==> config.mk <==
export PLATFORM = sky130hd
export DESIGN_NAME = rd_cmd_responder
export DESIGN_NICKNAME = d
export VERILOG_FILES = /design/src/rtl/rd_cmd_responder.sv
export SDC_FILE = /design/constraint.sdc
export NUM_CORES = 1
export LEC_CHECK = 0
export ABC_AREA = 1
export BUFFER_PORTS_ARGS = -buffer_cell sky130_fd_sc_hd__buf_2
export CAP_MARGIN = 20
export CORE_UTILIZATION = 53
export CTS_BUF_LIST = sky130_fd_sc_hd__clkbuf_4 sky130_fd_sc_hd__clkbuf_8
export DETAILED_ROUTE_END_ITERATION = 10
export GPL_TIMING_DRIVEN = 0
export PLACE_DENSITY_LB_ADDON = 0.05
export SLEW_MARGIN = 10
export SYNTH_ARGS = -nofsm -noshare
export SYNTH_HDL_FRONTEND = slang
export SYNTH_SLANG_ARGS = --single-unit
export TNS_END_PERCENT = 20
==> constraint.sdc <==
create_clock -name iClk -period 2.4 [get_ports iClk]
set_clock_uncertainty 0.1 [all_clocks]
set_input_delay 0.12 -clock iClk [delete_from_list [all_inputs] [get_ports iClk]]
set_output_delay 0.12 -clock iClk [all_outputs]
set_load 0.01 [all_outputs]
==> src/rtl/rd_cmd_responder.sv <==
// rd_cmd_responder: fetches a commanded packet from SRAM into a {data,last} stream then frees its buffer; RD_RESP_STAT_EN adds iStatClr/oPktCnt/oDropCnt
module rd_cmd_responder #(
  parameter int ADDR_W = 10,
  parameter int DATA_W = 64,
  parameter int LEN_W = 4,
  parameter int FIFO_DEPTH = 4
) (
  input  logic                      iClk,
  input  logic                      iRst,
`ifdef RD_RESP_STAT_EN
  input  logic                      iStatClr,
  output logic [15:0]               oPktCnt,
  output logic [15:0]               oDropCnt,
`endif
  input  logic                      iCmdVld,
  output logic                      oCmdRdy,
  input  logic [ADDR_W+LEN_W+4:0]   iCmdPld,
  output logic                      oMemRen,
  output logic [ADDR_W-1:0]         oMemAddr,
  input  logic [DATA_W-1:0]         iMemRdData,
  output logic                      oDataVld,
  input  logic                      iDataRdy,
  output logic [DATA_W:0]           oDataPld,
  output logic [3:0]                oDataDst,
  output logic                      oFreeVld,
  output logic [ADDR_W-1:0]         oFreeAddr,
  input  logic                      iFreeRdy
);
  localparam int PW = $clog2(FIFO_DEPTH);
  localparam int CW = PW + 1;
  localparam int EW = DATA_W + 5;
  typedef enum logic [1:0] {IDLE, READ, WAIT, FREE} state_t;
  state_t state, stateNxt;
  logic [ADDR_W-1:0] addr;
  logic [LEN_W-1:0] len, beat;
  logic [3:0] dst, inflightDst;
  logic inflight, inflightLast;
  logic [EW-1:0] mem [FIFO_DEPTH];
  logic [PW-1:0] wrPtr, rdPtr;
  logic [CW-1:0] count;
  logic room, cmdHs, push, pop, lastRead;
  assign room = (count + CW'(inflight)) < CW'(FIFO_DEPTH);
  assign oCmdRdy = state == IDLE && !iRst;
  assign cmdHs = iCmdVld && oCmdRdy;
  assign lastRead = beat == len;
  assign oMemRen = state == READ && room;
  assign oMemAddr = state == READ ? addr + ADDR_W'(beat) : '0;
  assign oFreeVld = state == FREE;
  assign oFreeAddr = oFreeVld ? addr : '0;
  assign push = inflight;
  assign pop = oDataVld && iDataRdy;
  assign oDataVld = count != '0;
  assign oDataPld = oDataVld ? mem[rdPtr][EW-1:4] : '0;
  assign oDataDst = oDataVld ? mem[rdPtr][3:0] : '0;
  always_comb begin
    stateNxt = state;
    case (state)
      IDLE: stateNxt = cmdHs ? (iCmdPld[0] ? FREE : READ) : IDLE;
      READ: stateNxt = (oMemRen && lastRead) ? WAIT : READ;
      WAIT: stateNxt = FREE;
      FREE: stateNxt = iFreeRdy ? IDLE : FREE;
      default: stateNxt = IDLE;
    endcase
  end
  always_ff @(posedge iClk) begin
    if (iRst) begin
      state <= IDLE;
      inflight <= 1'b0;
      inflightLast <= 1'b0;
      inflightDst <= '0;
      count <= '0;
      wrPtr <= '0;
      rdPtr <= '0;
      addr <= '0;
      len <= '0;
      dst <= '0;
      beat <= '0;
    end else begin
      state <= stateNxt;
      inflight <= oMemRen;
      if (cmdHs) begin
        {addr, len, dst} <= iCmdPld[ADDR_W+LEN_W+4:1];
        beat <= '0;
      end
      if (oMemRen) begin
        beat <= beat + LEN_W'(1);
        inflightLast <= lastRead;
        inflightDst <= dst;
      end
      if (push) wrPtr <= wrPtr + PW'(1);
      if (pop) rdPtr <= rdPtr + PW'(1);
      count <= count + CW'(push) - CW'(pop);
    end
  end
  always_ff @(posedge iClk) begin
    if (push) mem[wrPtr] <= {iMemRdData, inflightLast, inflightDst};
  end
  always_ff @(posedge iClk) begin
    if (!iRst && push) assert (count != CW'(FIFO_DEPTH)) else $error("rd_cmd_responder fifo overflow");
  end
`ifdef RD_RESP_STAT_EN
  logic drop, freeHs;
  assign freeHs = oFreeVld && iFreeRdy;
  always_ff @(posedge iClk) begin
    if (iRst) drop <= 1'b0;
    else if (cmdHs) drop <= iCmdPld[0];
  end
  always_ff @(posedge iClk) begin
    if (iRst || iStatClr) begin
      oPktCnt <= '0;
      oDropCnt <= '0;
    end else if (freeHs) begin
      if (!drop && oPktCnt != '1) oPktCnt <= oPktCnt + 16'd1;
      if (drop && oDropCnt != '1) oDropCnt <= oDropCnt + 16'd1;
    end
  end
`endif
endmodule

Word level (Yosys, flattened, before mapping)
Memories as Yosys holds them, arrays and structs flattened. A register that Yosys moved wholly into a read port is not among the register bits.
Index checks and enable logic that the tools add are counted.
{"block": "classes", "add_sub_neg": 6, "mul": 0, "div": 0, "n_lt_le_gt_ge": 1, "eq_ne": 4, "shifts": 0, "mux": 15, "bitwise_logic": 0, "n_reduce_logical": 9}
{"cell": "$mux W65", "count": 1}
{"cell": "$mux W10", "count": 2}
{"cell": "$mux W2", "count": 6}
{"cell": "$mux W4", "count": 3}
{"cell": "$add A10 B4 Y10", "count": 1}
{"cell": "$pmux W2 S4", "count": 1}
{"cell": "$logic_and A1 B1 Y1", "count": 5}
{"cell": "$add A2 B1 Y2 const B", "count": 2}
{"cell": "$add A4 B1 Y4 const B", "count": 1}
{"cell": "$eq A2 B2 Y1 const B", "count": 2}
{"cell": "$eq A4 B4 Y1", "count": 1}
{"cell": "$add A3 B1 Y3", "count": 1}
{"cell": "$lt A3 B3 Y1 const B", "count": 1}
{"cell": "$reduce_bool A3 Y1", "count": 1}
{"cell": "$sub A3 B1 Y3", "count": 1}
{"cell": "$eq A2 B1 Y1 const B", "count": 1}
{"cell": "$logic_not A2 Y1", "count": 1}
{"cell": "$mux W1", "count": 2}
{"cell": "$reduce_bool A2 Y1", "count": 1}
{"cell": "$logic_not A1 Y1", "count": 1}
{"block": "word_totals", "regBits": 37, "latch_bits": 0, "ramBits": 276, "romBits": 0, "input_bits": 88, "output_inout_bits": 93, "word_cells": 47, "n_memories": 1}
{"memory": "mem", "words": 4, "word_bits": 69, "rd": 1, "rd_ports_with_merged_regs": 1, "write_ports": 1, "line_no": "38", "text": "logic [EW-1:0] mem [FIFO_DEPTH];"}

Logic depth before layout (Yosys ltp)
Gate-level depths: netlist (run 1).
{"block": "logic_depth", "ltp_word": 6, "mapped_depth": 10, "depth_no_buf": 10}

Worst setup path after synthesis (run 1)
No wires, ideal clock.
{"block": "synth_timing", "kind": "flip-flop to flip-flop", "startpoint": "reg wrPtr[0]", "endpoint": "mem mem[2][0] (netlist name), enable pin", "setup_ps": 423, "arrival_ps": 1944, "required_ps": 1877, "slack_ps": -67, "path_stages_with_launch": 5, "path_buffers": 0, "synth_period_minus_slack_ps": 2467, "cell_sequence": "dfxtp_1 > inv_1 > ha_1 > nand2_1 > inv_1"}
{"element": "start, declared", "line_no": "39", "text": "logic [PW-1:0] wrPtr, rdPtr;"}
{"element": "start signal, assigned", "line_no": "90", "text": "if (push) wrPtr <= wrPtr + PW'(1);"}
{"element": "end, declared", "line_no": "38"}
No word-level cell before the write port.

Worst setup path in the final report (run 1)
{"block": "layout_timing", "startpoint": "reg addr[0]", "endpoint": "out oMemAddr[8]"}
{"block": "layout_between", "elab_chain_cells": 2}
{"element": "start, declared", "line_no": "34", "text": "logic [ADDR_W-1:0] addr;"}
{"element": "start signal, assigned", "line_no": "82", "text": "{addr, len, dst} <= iCmdPld[ADDR_W+LEN_W+4:1];"}
{"element": "$add A10 B4 Y10", "line_no": "47", "text": "assign oMemAddr = state == READ ? addr + ADDR_W'(beat) : '0;"}
{"element": "$mux W10", "line_no": "47"}
{"element": "end, declared", "line_no": "19", "text": "output logic [ADDR_W-1:0] oMemAddr,"}
No other way between the ends.

==> flow_metrics.env, run 1 <==
export IMPL_final_min_clock_period_ns=2.37
export IMPL_die_area_um2=24400
export IMPL_maximum_number_of_pins_on_one_net_before_global_route_repair=51
export IMPL_fin_setup_tns_ns=0
export IMPL_die_h_um=156
export IMPL_start_util_pct=53.9
export IMPL_remaining_drc_errors=0
export IMPL_io_buffers=180
export IMPL_achievable_frequency_ghz=0.422
export IMPL_p_per_area_nw_per_um2=954
export IMPL_number_of_hold_violations_in_the_final_report=0
export IMPL_cp_end_kind="output port"
export IMPL_min_delay_path_class="in -> reg"
export IMPL_detailedRoute_firstIterationViolations=605
export IMPL_synth_avg_cell_area_um2=11.4
export IMPL_detail_route_wirelength_um=29400
export IMPL_postSynthCellCount=1106
export IMPL_syn2layout_area_growth_pct=26.3
export IMPL_run_status="finished, final reports clean"
export IMPL_dp_cells=1610
export IMPL_synth_cell_types=30
export IMPL_floorplan_core_area_um2=23400
export IMPL_timing_final_setup_violations=0
export IMPL_netlist_area_before_placement_um2=12600
export IMPL_yosys_warnings=0
export IMPL_synth_simple_gate_area_share_pct=12.3
export IMPL_tritoncts="yes"
export IMPL_count_of_nets_after_finishing=1536
export IMPL_synth_xor_area_share_pct=0.0694
export IMPL_max_slew_margin_pct=59.8
export IMPL_clk_latency_ns=0.54
export IMPL_place_congestion=0.779
export IMPL_grt_setup_unrepaired="yes"
export IMPL_synth_fp_nets=1208
export IMPL_crit_reg2reg_launch="wrPtr[0]"
export IMPL_critPathLaunch="addr[0]"
export IMPL_ioPinCount=181
export IMPL_die_w_um=156
export IMPL_grt_pass1_wl_um=44600
export IMPL_post_drt_via_cell_ratio=5.09
export IMPL_first_global_vias=8797
export IMPL_crit_path_start_kind="flip-flop"
export IMPL_synth_compound_gate_area_share_pct=10.7
export IMPL_cts_buffers_inserted=49
export IMPL_final_fill_count=1813
export IMPL_cp_arrival_ns=2.15
export IMPL_row_count=56
export IMPL_synth_area_mux_share_pct=0
export IMPL_cp_data_required_time_ns=2.18
export IMPL_htreeDepth=2
export IMPL_ys_ff_latch=315
export IMPL_ctsRootBufferMaster="sky130_fd_sc_hd__clkbuf_8"
export IMPL_finalMaxSlewViolations=0
export IMPL_ctsLongestPathBuffers=3
export IMPL_post_synth_fa_ha_maj_area_fraction_pct=1.45
export IMPL_path_class="reg -> out"
export IMPL_hpwl_um=17300
export IMPL_antenna_found_initial=1
export IMPL_routed_wire_length_per_instance_um=16.5
export IMPL_largest_family_of_logic_cells_by_synthesized_area="simple AND/OR/NAND/NOR gates"
export IMPL_clk_pin_slew_worst_paths_ns=0.06
export IMPL_antenna_violating_nets_post_route=0
export IMPL_synth_seq_area_share_pct=71.9
export IMPL_total_leakage_power_nw=6.14
export IMPL_detailedRoute_firstPassIterationCount=4
export IMPL_globalRouteOverflowTotal=0
export IMPL_maxCapViolations=0
export IMPL_worst_hold_startpoint="iRst"
export IMPL_dr_total_vias=9078
export IMPL_finalHoldWorstSlack_ns=0.219
export IMPL_crit_path_max_fanout=3
export IMPL_finish_cell_count_without_fillers=1785
export IMPL_ir_worst_vdd_mv=0.566
export IMPL_numClockSinks=315
export IMPL_grt_usage_pct=24.1
export IMPL_final_period_utilization_pct=98.7
export IMPL_drive_gt1_share_pct=22.5
export IMPL_timing_worst_slew_pin_value_ns=0.603
[routing by layer]
metal	vias up	global-route usage [%]	wire length (um)
li1	4503	-	-
met5	-	0	0
met1	4260	31.7	12800
met4	0	8.45	660
met3	50	4.04	1700
met2	265	40.5	14200
[state kept, by name, summed over array words and instances (netlist names), named ones only]
name and flops:
state 2, wrPtr 2, count 3, addr 10, inflightDst 4, inflightLast 1, len 4, inflight 1
beat 4, dst 4, rdPtr 2, mem 276
[worst max-delay path, cell delays in order, from the launching register on]
cell,delay [ns]
sky130_fd_sc_hd__dfxtp_2,0.36
sky130_fd_sc_hd__ha_4,0.15
sky130_fd_sc_hd__inv_2,0.03
sky130_fd_sc_hd__fa_2,0.34
sky130_fd_sc_hd__nand3b_1,0.18
sky130_fd_sc_hd__nand2_2,0.09
sky130_fd_sc_hd__nand4_1,0.11
sky130_fd_sc_hd__nand2_1,0.08
sky130_fd_sc_hd__nand2_1,0.05
sky130_fd_sc_hd__nor2_1,0.09
sky130_fd_sc_hd__buf_2,0.13
[logic make-up (layout without fill, tap and decap cells)]
group | after synthesis | count (layout)
AND/OR/NAND/NOR | 397 | 397
buffers and inverters | 109 | 468
flip-flops | 315 | 315
other | 0 | 1
adder cells (fa/ha/maj) | 14 | 14
AO/OA/AOI/OAI | 270 | 270
XOR/XNOR | 1 | 1
[per-stage QoR]
step,power [mW],utilization [%],area [um2],setup WS (ns)
2_1_floorplan,9.10,-,12600,-0.0668
3_3_place_gp,11.0,59.5,13900,-1.19
3_5_place_dp,11.0,60.0,14000,0.277
4_1_cts,15.2,67.8,15900,0.00127
5_1_grt,16.0,68.1,15900,-0.0773
6_report,15.2,68.1,15900,0.0317
[final cells by class]
| type | instances | area, um2 | area share, % |
|---|---|---|---|
| clock inverter | 14 | 57.6 | 0.361 |
| sequential | 315 | 9070 | 56.9 |
| clock buffer | 68 | 817 | 5.13 |
| buffer | 61 | 327 | 2.05 |
| antenna | 1 | 2.50 | 0.0157 |
| multi-input combinational | 682 | 3130 | 19.7 |
| inverter | 48 | 196 | 1.23 |
| tap | 319 | 399 | 2.50 |
| timing repair buffer | 277 | 1930 | 12.1 |
[power by group]
| part | internal [mW] | switching [mW] | leakage [nW] |
|---|---|---|---|
| Sequential | 6.28 | 0.127 | 2.81 |
| Clock | 2.17 | 1.90 | 0.471 |
| Combinational | 1.60 | 3.11 | 2.86 |
| Total | 10.1 | 5.14 | 6.14 |
[Yosys cell counts]
master	instances	area share, %
sky130_fd_sc_hd__clkbuf_1	30	0.89
sky130_fd_sc_hd__buf_2	25	0.99
sky130_fd_sc_hd__a21oi_1	103	4.1
sky130_fd_sc_hd__inv_4	1	0.050
sky130_fd_sc_hd__nor2_1	315	9.4
sky130_fd_sc_hd__dfxtp_1	39	6.2
sky130_fd_sc_hd__fa_1	1	0.16
sky130_fd_sc_hd__nand2_2	1	0.050
sky130_fd_sc_hd__o31ai_1	1	0.060
sky130_fd_sc_hd__and3_1	1	0.050
sky130_fd_sc_hd__o21ai_0	161	6.4
sky130_fd_sc_hd__inv_2	3	0.089
sky130_fd_sc_hd__and2_1	1	0.050
sky130_fd_sc_hd__nand3b_1	1	0.060
sky130_fd_sc_hd__nor2_4	1	0.089
sky130_fd_sc_hd__inv_1	43	1.3
sky130_fd_sc_hd__buf_1	5	0.15
sky130_fd_sc_hd__clkinv_1	1	0.030
sky130_fd_sc_hd__nand3_1	10	0.40
sky130_fd_sc_hd__nand3_2	1	0.079
sky130_fd_sc_hd__o21ai_1	4	0.16
sky130_fd_sc_hd__edfxtp_1	276	66
sky130_fd_sc_hd__a31oi_1	1	0.050
sky130_fd_sc_hd__xor2_1	1	0.069
sky130_fd_sc_hd__nor3_1	3	0.12
sky130_fd_sc_hd__nand2_1	60	1.8
sky130_fd_sc_hd__buf_4	1	0.060
sky130_fd_sc_hd__nor2_8	1	0.16
sky130_fd_sc_hd__nand4_1	2	0.099
sky130_fd_sc_hd__ha_1	13	1.3
[layout by cell type (no fill, tap or decap), types with 3 or more instances in the layout]
cell type | netlist | routed
sky130_fd_sc_hd__nand3_1 | 10 | 10
sky130_fd_sc_hd__clkbuf_1 | 30 | 14
sky130_fd_sc_hd__a21oi_1 | 103 | 100
sky130_fd_sc_hd__clkbuf_8 | 0 | 49
sky130_fd_sc_hd__clkinv_1 | 1 | 10
sky130_fd_sc_hd__inv_1 | 43 | 37
sky130_fd_sc_hd__ha_1 | 13 | 12
sky130_fd_sc_hd__dfxtp_1 | 39 | 36
sky130_fd_sc_hd__buf_1 | 5 | 4
sky130_fd_sc_hd__clkinv_2 | 0 | 4
sky130_fd_sc_hd__o21ai_0 | 161 | 160
sky130_fd_sc_hd__buf_2 | 25 | 191
sky130_fd_sc_hd__clkbuf_2 | 0 | 16
sky130_fd_sc_hd__edfxtp_1 | 276 | 276
sky130_fd_sc_hd__dlygate4sd3_1 | 0 | 88
sky130_fd_sc_hd__buf_12 | 0 | 3
sky130_fd_sc_hd__nor2_1 | 315 | 315
sky130_fd_sc_hd__inv_2 | 3 | 5
sky130_fd_sc_hd__clkbuf_4 | 0 | 27
sky130_fd_sc_hd__a21oi_2 | 0 | 3
sky130_fd_sc_hd__nand2_1 | 60 | 59
sky130_fd_sc_hd__o21ai_1 | 4 | 4
sky130_fd_sc_hd__buf_4 | 1 | 10
sky130_fd_sc_hd__inv_4 | 1 | 5
sky130_fd_sc_hd__nor3_1 | 3 | 3
[path summary, 6_finish.rpt]
path / cells after the start / end / slack, ns
max reg2reg: 5 / mem[2][44] / 0.47
min: 3 / inflight / 0.22
min reg2reg: 2 / dst[1] / 0.36
max: 10 / oMemAddr[8] / 0.03
[timing repair]
action                                  CTS  global route
endpoints found under the setup margin   49            45
buffers inserted                          2             2
resized for setup                        26            32
hold buffers                             88             0
endpoints found under the hold margin   287             0
pin swaps                                 1             1
Note: power is estimated with default switching activity, not from simulation.
==> inputs of run 2 (changes only) <==
- ABC_AREA: 1 -> 0
==> flow_metrics.env, run 2 <==
export IMPL_die_h_um=155
export IMPL_finalMaxSlewViolations=0
export IMPL_ir_worst_vdd_mv=0.529
export IMPL_postSynthCellCount=682
export IMPL_worst_r2r_path_depth=6
export IMPL_htreeDepth=2
export IMPL_post_drt_via_cell_ratio=5.18
export IMPL_clk_latency_ns=0.54
export IMPL_post_layout_worst_setup_margin_ns=-0.0178
export IMPL_ctsRootBufferMaster="sky130_fd_sc_hd__clkbuf_8"
export IMPL_ys_flop_type="sky130_fd_sc_hd__edfxtp_1"
export IMPL_netlist_area_before_placement_um2=12400
export IMPL_reg2reg_setup_slack_ns=0.29
export IMPL_crit_reg2reg_launch="inflight"
export IMPL_timing_worst_slew_pin_value_ns=0.542
export IMPL_ys_ff_latch=315
export IMPL_dr_total_vias=7084
export IMPL_final_fill_count=1551
export IMPL_timing_critical_path_slowest_stage_cell="sky130_fd_sc_hd__or4_1"
export IMPL_crit_family="compound AO/OA/AOI/OAI gates"
export IMPL_clk_pin_slew_worst_paths_ns=0.07
export IMPL_final_design_utilization_pct=70.1
export IMPL_worst_path_buf_inv=1
export IMPL_synth_fp_nets=784
export IMPL_timing_final_setup_violations=2
export IMPL_synthDominantAreaCellType="sky130_fd_sc_hd__edfxtp_1"
export IMPL_detailedRoute_firstPassIterationCount=5
export IMPL_synth_edff_count=276
export IMPL_post_synth_top_count_cell="sky130_fd_sc_hd__edfxtp_1"
export IMPL_crit_path_max_fanout=6
export IMPL_maximum_number_of_pins_on_one_net_before_global_route_repair=51
export IMPL_cp_arrival_ns=2.20
export IMPL_floorplan_core_area_um2=22800
export IMPL_hold_end="mem[1][29]"
export IMPL_largest_register="mem"
export IMPL_final_period_utilization_pct=101
export IMPL_crit_path_start_kind="flip-flop"
export IMPL_row_count=55
export IMPL_number_of_hold_violations_in_the_final_report=0
export IMPL_worst_hold_startpoint="iMemRdData[24]"
export IMPL_synth_seq_area_share_pct=73.3
export IMPL_synth_avg_cell_area_um2=18.1
export IMPL_place_congestion=0.851
export IMPL_routed_wire_length_per_instance_um=18.6
export IMPL_synth_cell_types=46
export IMPL_tritoncts="yes"
export IMPL_max_slew_margin_pct=63.9
export IMPL_layout_commonest_cell="sky130_fd_sc_hd__edfxtp_1"
export IMPL_die_area_um2=24000
export IMPL_cp_data_required_time_ns=2.18
export IMPL_first_global_vias=7616
export IMPL_drive_gt1_share_pct=37.2
export IMPL_grt_setup_unrepaired="yes"
export IMPL_run_status="finished with violations"
export IMPL_cpPeakStageDelay_ns=0.42
export IMPL_cts_buffers_inserted=51
export IMPL_syn2layout_area_growth_pct=29.1
export IMPL_final_min_clock_period_ns=2.42
export IMPL_yosys_top_cells_area="sky130_fd_sc_hd__edfxtp_1, sky130_fd_sc_hd__mux4_2, sky130_fd_sc_hd__dfxtp_1"
export IMPL_largest_registers="mem x276, addr x10"
export IMPL_ctsLongestPathBuffers=3
export IMPL_yosys_warnings=0
export IMPL_detailedRoute_firstIterationViolations=382
export IMPL_remaining_drc_errors=0
export IMPL_start_util_pct=54.3
export IMPL_grt_usage_pct=21.8
export IMPL_path_class="reg -> out"
export IMPL_detail_route_wirelength_um=25400
export IMPL_total_leakage_power_nw=5.76
export IMPL_layout_common_cells="sky130_fd_sc_hd__edfxtp_1, sky130_fd_sc_hd__buf_2, sky130_fd_sc_hd__dlygate4sd3_1"
export IMPL_cp_end_kind="output port"
export IMPL_finalHoldWorstSlack_ns=0.217
export IMPL_min_delay_path_class="in -> reg"
export IMPL_globalRouteOverflowTotal=0
export IMPL_yosys_top_cells_count="sky130_fd_sc_hd__edfxtp_1, sky130_fd_sc_hd__and2_1, sky130_fd_sc_hd__mux4_2"
export IMPL_asyncSetResetFlopFracSynth_pct=0
export IMPL_ioPinCount=181
export IMPL_maxCapViolations=0
export IMPL_timing_hold_worst_path_depth=2
export IMPL_p_per_area_nw_per_um2=937
export IMPL_synth_top_area_share_pct=67.0
export IMPL_r2r_end="state[0]"
export IMPL_failed_checks="negative setup slack"
export IMPL_die_w_um=155
export IMPL_numClockSinks=315
export IMPL_achievable_frequency_ghz=0.414
export IMPL_antenna_violating_nets_post_route=0
export IMPL_report_power_total_mw=15.0
export IMPL_cell_by_cell_trace_of_the_critical_path="ha_4 > a211oi_4 > o21a_1 > or4_1 > a21oi_2 > buf_2"
export IMPL_grt_pass1_wl_um=39700
export IMPL_antenna_found_initial=1
export IMPL_largest_reg_flops=276
export IMPL_hpwl_um=15200
export IMPL_count_of_nets_after_finishing=1115
export IMPL_io_buffers=180
## run 2: cell types whose count changed in the layout (fill, tap and decap cells not counted), moves of 27 or more
| cell | delta |
|---|---|
| sky130_fd_sc_hd__o21ai_0 | -158 |
| sky130_fd_sc_hd__inv_1 | -27 |
| sky130_fd_sc_hd__and2_1 | +68 |
| sky130_fd_sc_hd__a21oi_1 | -71 |
| sky130_fd_sc_hd__mux4_2 | +69 |
| sky130_fd_sc_hd__nor2_1 | -299 |
## run 2: logic make-up after synthesis
family | synth area share [%]
flops | 73.3
simple gates | 7.54
fa+ha+maj | 1.48
compound gates | 2.33
xor+xnor | 1.05
mux | 12.6
buf+inv | 1.70
## run 2: power by group
group	total, mW	internal [mW]	switching (mW)
clock	4.40	2.38	2.02
sequential	6.34	6.21	0.128
combinational	4.23	2.12	2.10
total	15.0	10.7	4.25
## run 2: area by class of cell
type,instances,area (um2),share of cell area (%)
antenna,1,2.50,0.0157
tap,313,392,2.45
buffer,34,228,1.43
timing repair buffer,280,2010,12.6
multi-input combinational,319,3230,20.2
sequential,315,9090,56.9
inverter,12,45.0,0.282
clock inverter,28,150,0.940
clock buffer,65,832,5.21
## run 2: repair_timing
action	CTS	global route
cloned	1	0
hold buffers	90	0
pin swaps	4	3
gates resized for setup	55	13
endpoints found under the hold margin	287	0
setup buffers	5	0
setup endpoints to repair	77	41
## run 2: stage by stage
step / area (um2) / cells / setup WS (ns) / TNS (ns)
2_1_floorplan: 12400 / 682 / -0.294 / -58.26
3_3_place_gp: 13700 / 1175 / -1.60 / -345.03
3_5_place_dp: 13800 / 1179 / 0.0270 / 0
4_1_cts: 15900 / 1366 / -0.0564 / -0.115
5_1_grt: 16000 / 1367 / -0.128 / -0.496
6_report: 16000 / 1367 / -0.0178 / -0.0225
## run 2: worst max-delay path by stage
stage	startpoint	cells after the start	end
2_1_floorplan	wrPtr[0]	3	mem[2][0]
3_3_place_gp	wrPtr[0]	3	mem[2][27]
3_5_place_dp	flip-flop	6	oDataPld[57]
4_1_cts	beat[0]	8	oMemAddr[8]
5_1_grt	beat[0]	8	oMemAddr[8]
6_report	beat[1]	6	oMemAddr[9]
## run 2: routing by layer
layer	vias to the layer above	routed length (um)	global-route usage, %
li1	3311	-	-
met1	3509	10600	28.2
met2	233	13000	38.0
met3	31	1380	4.06
met4	0	394	5.89
met5	-	0	0
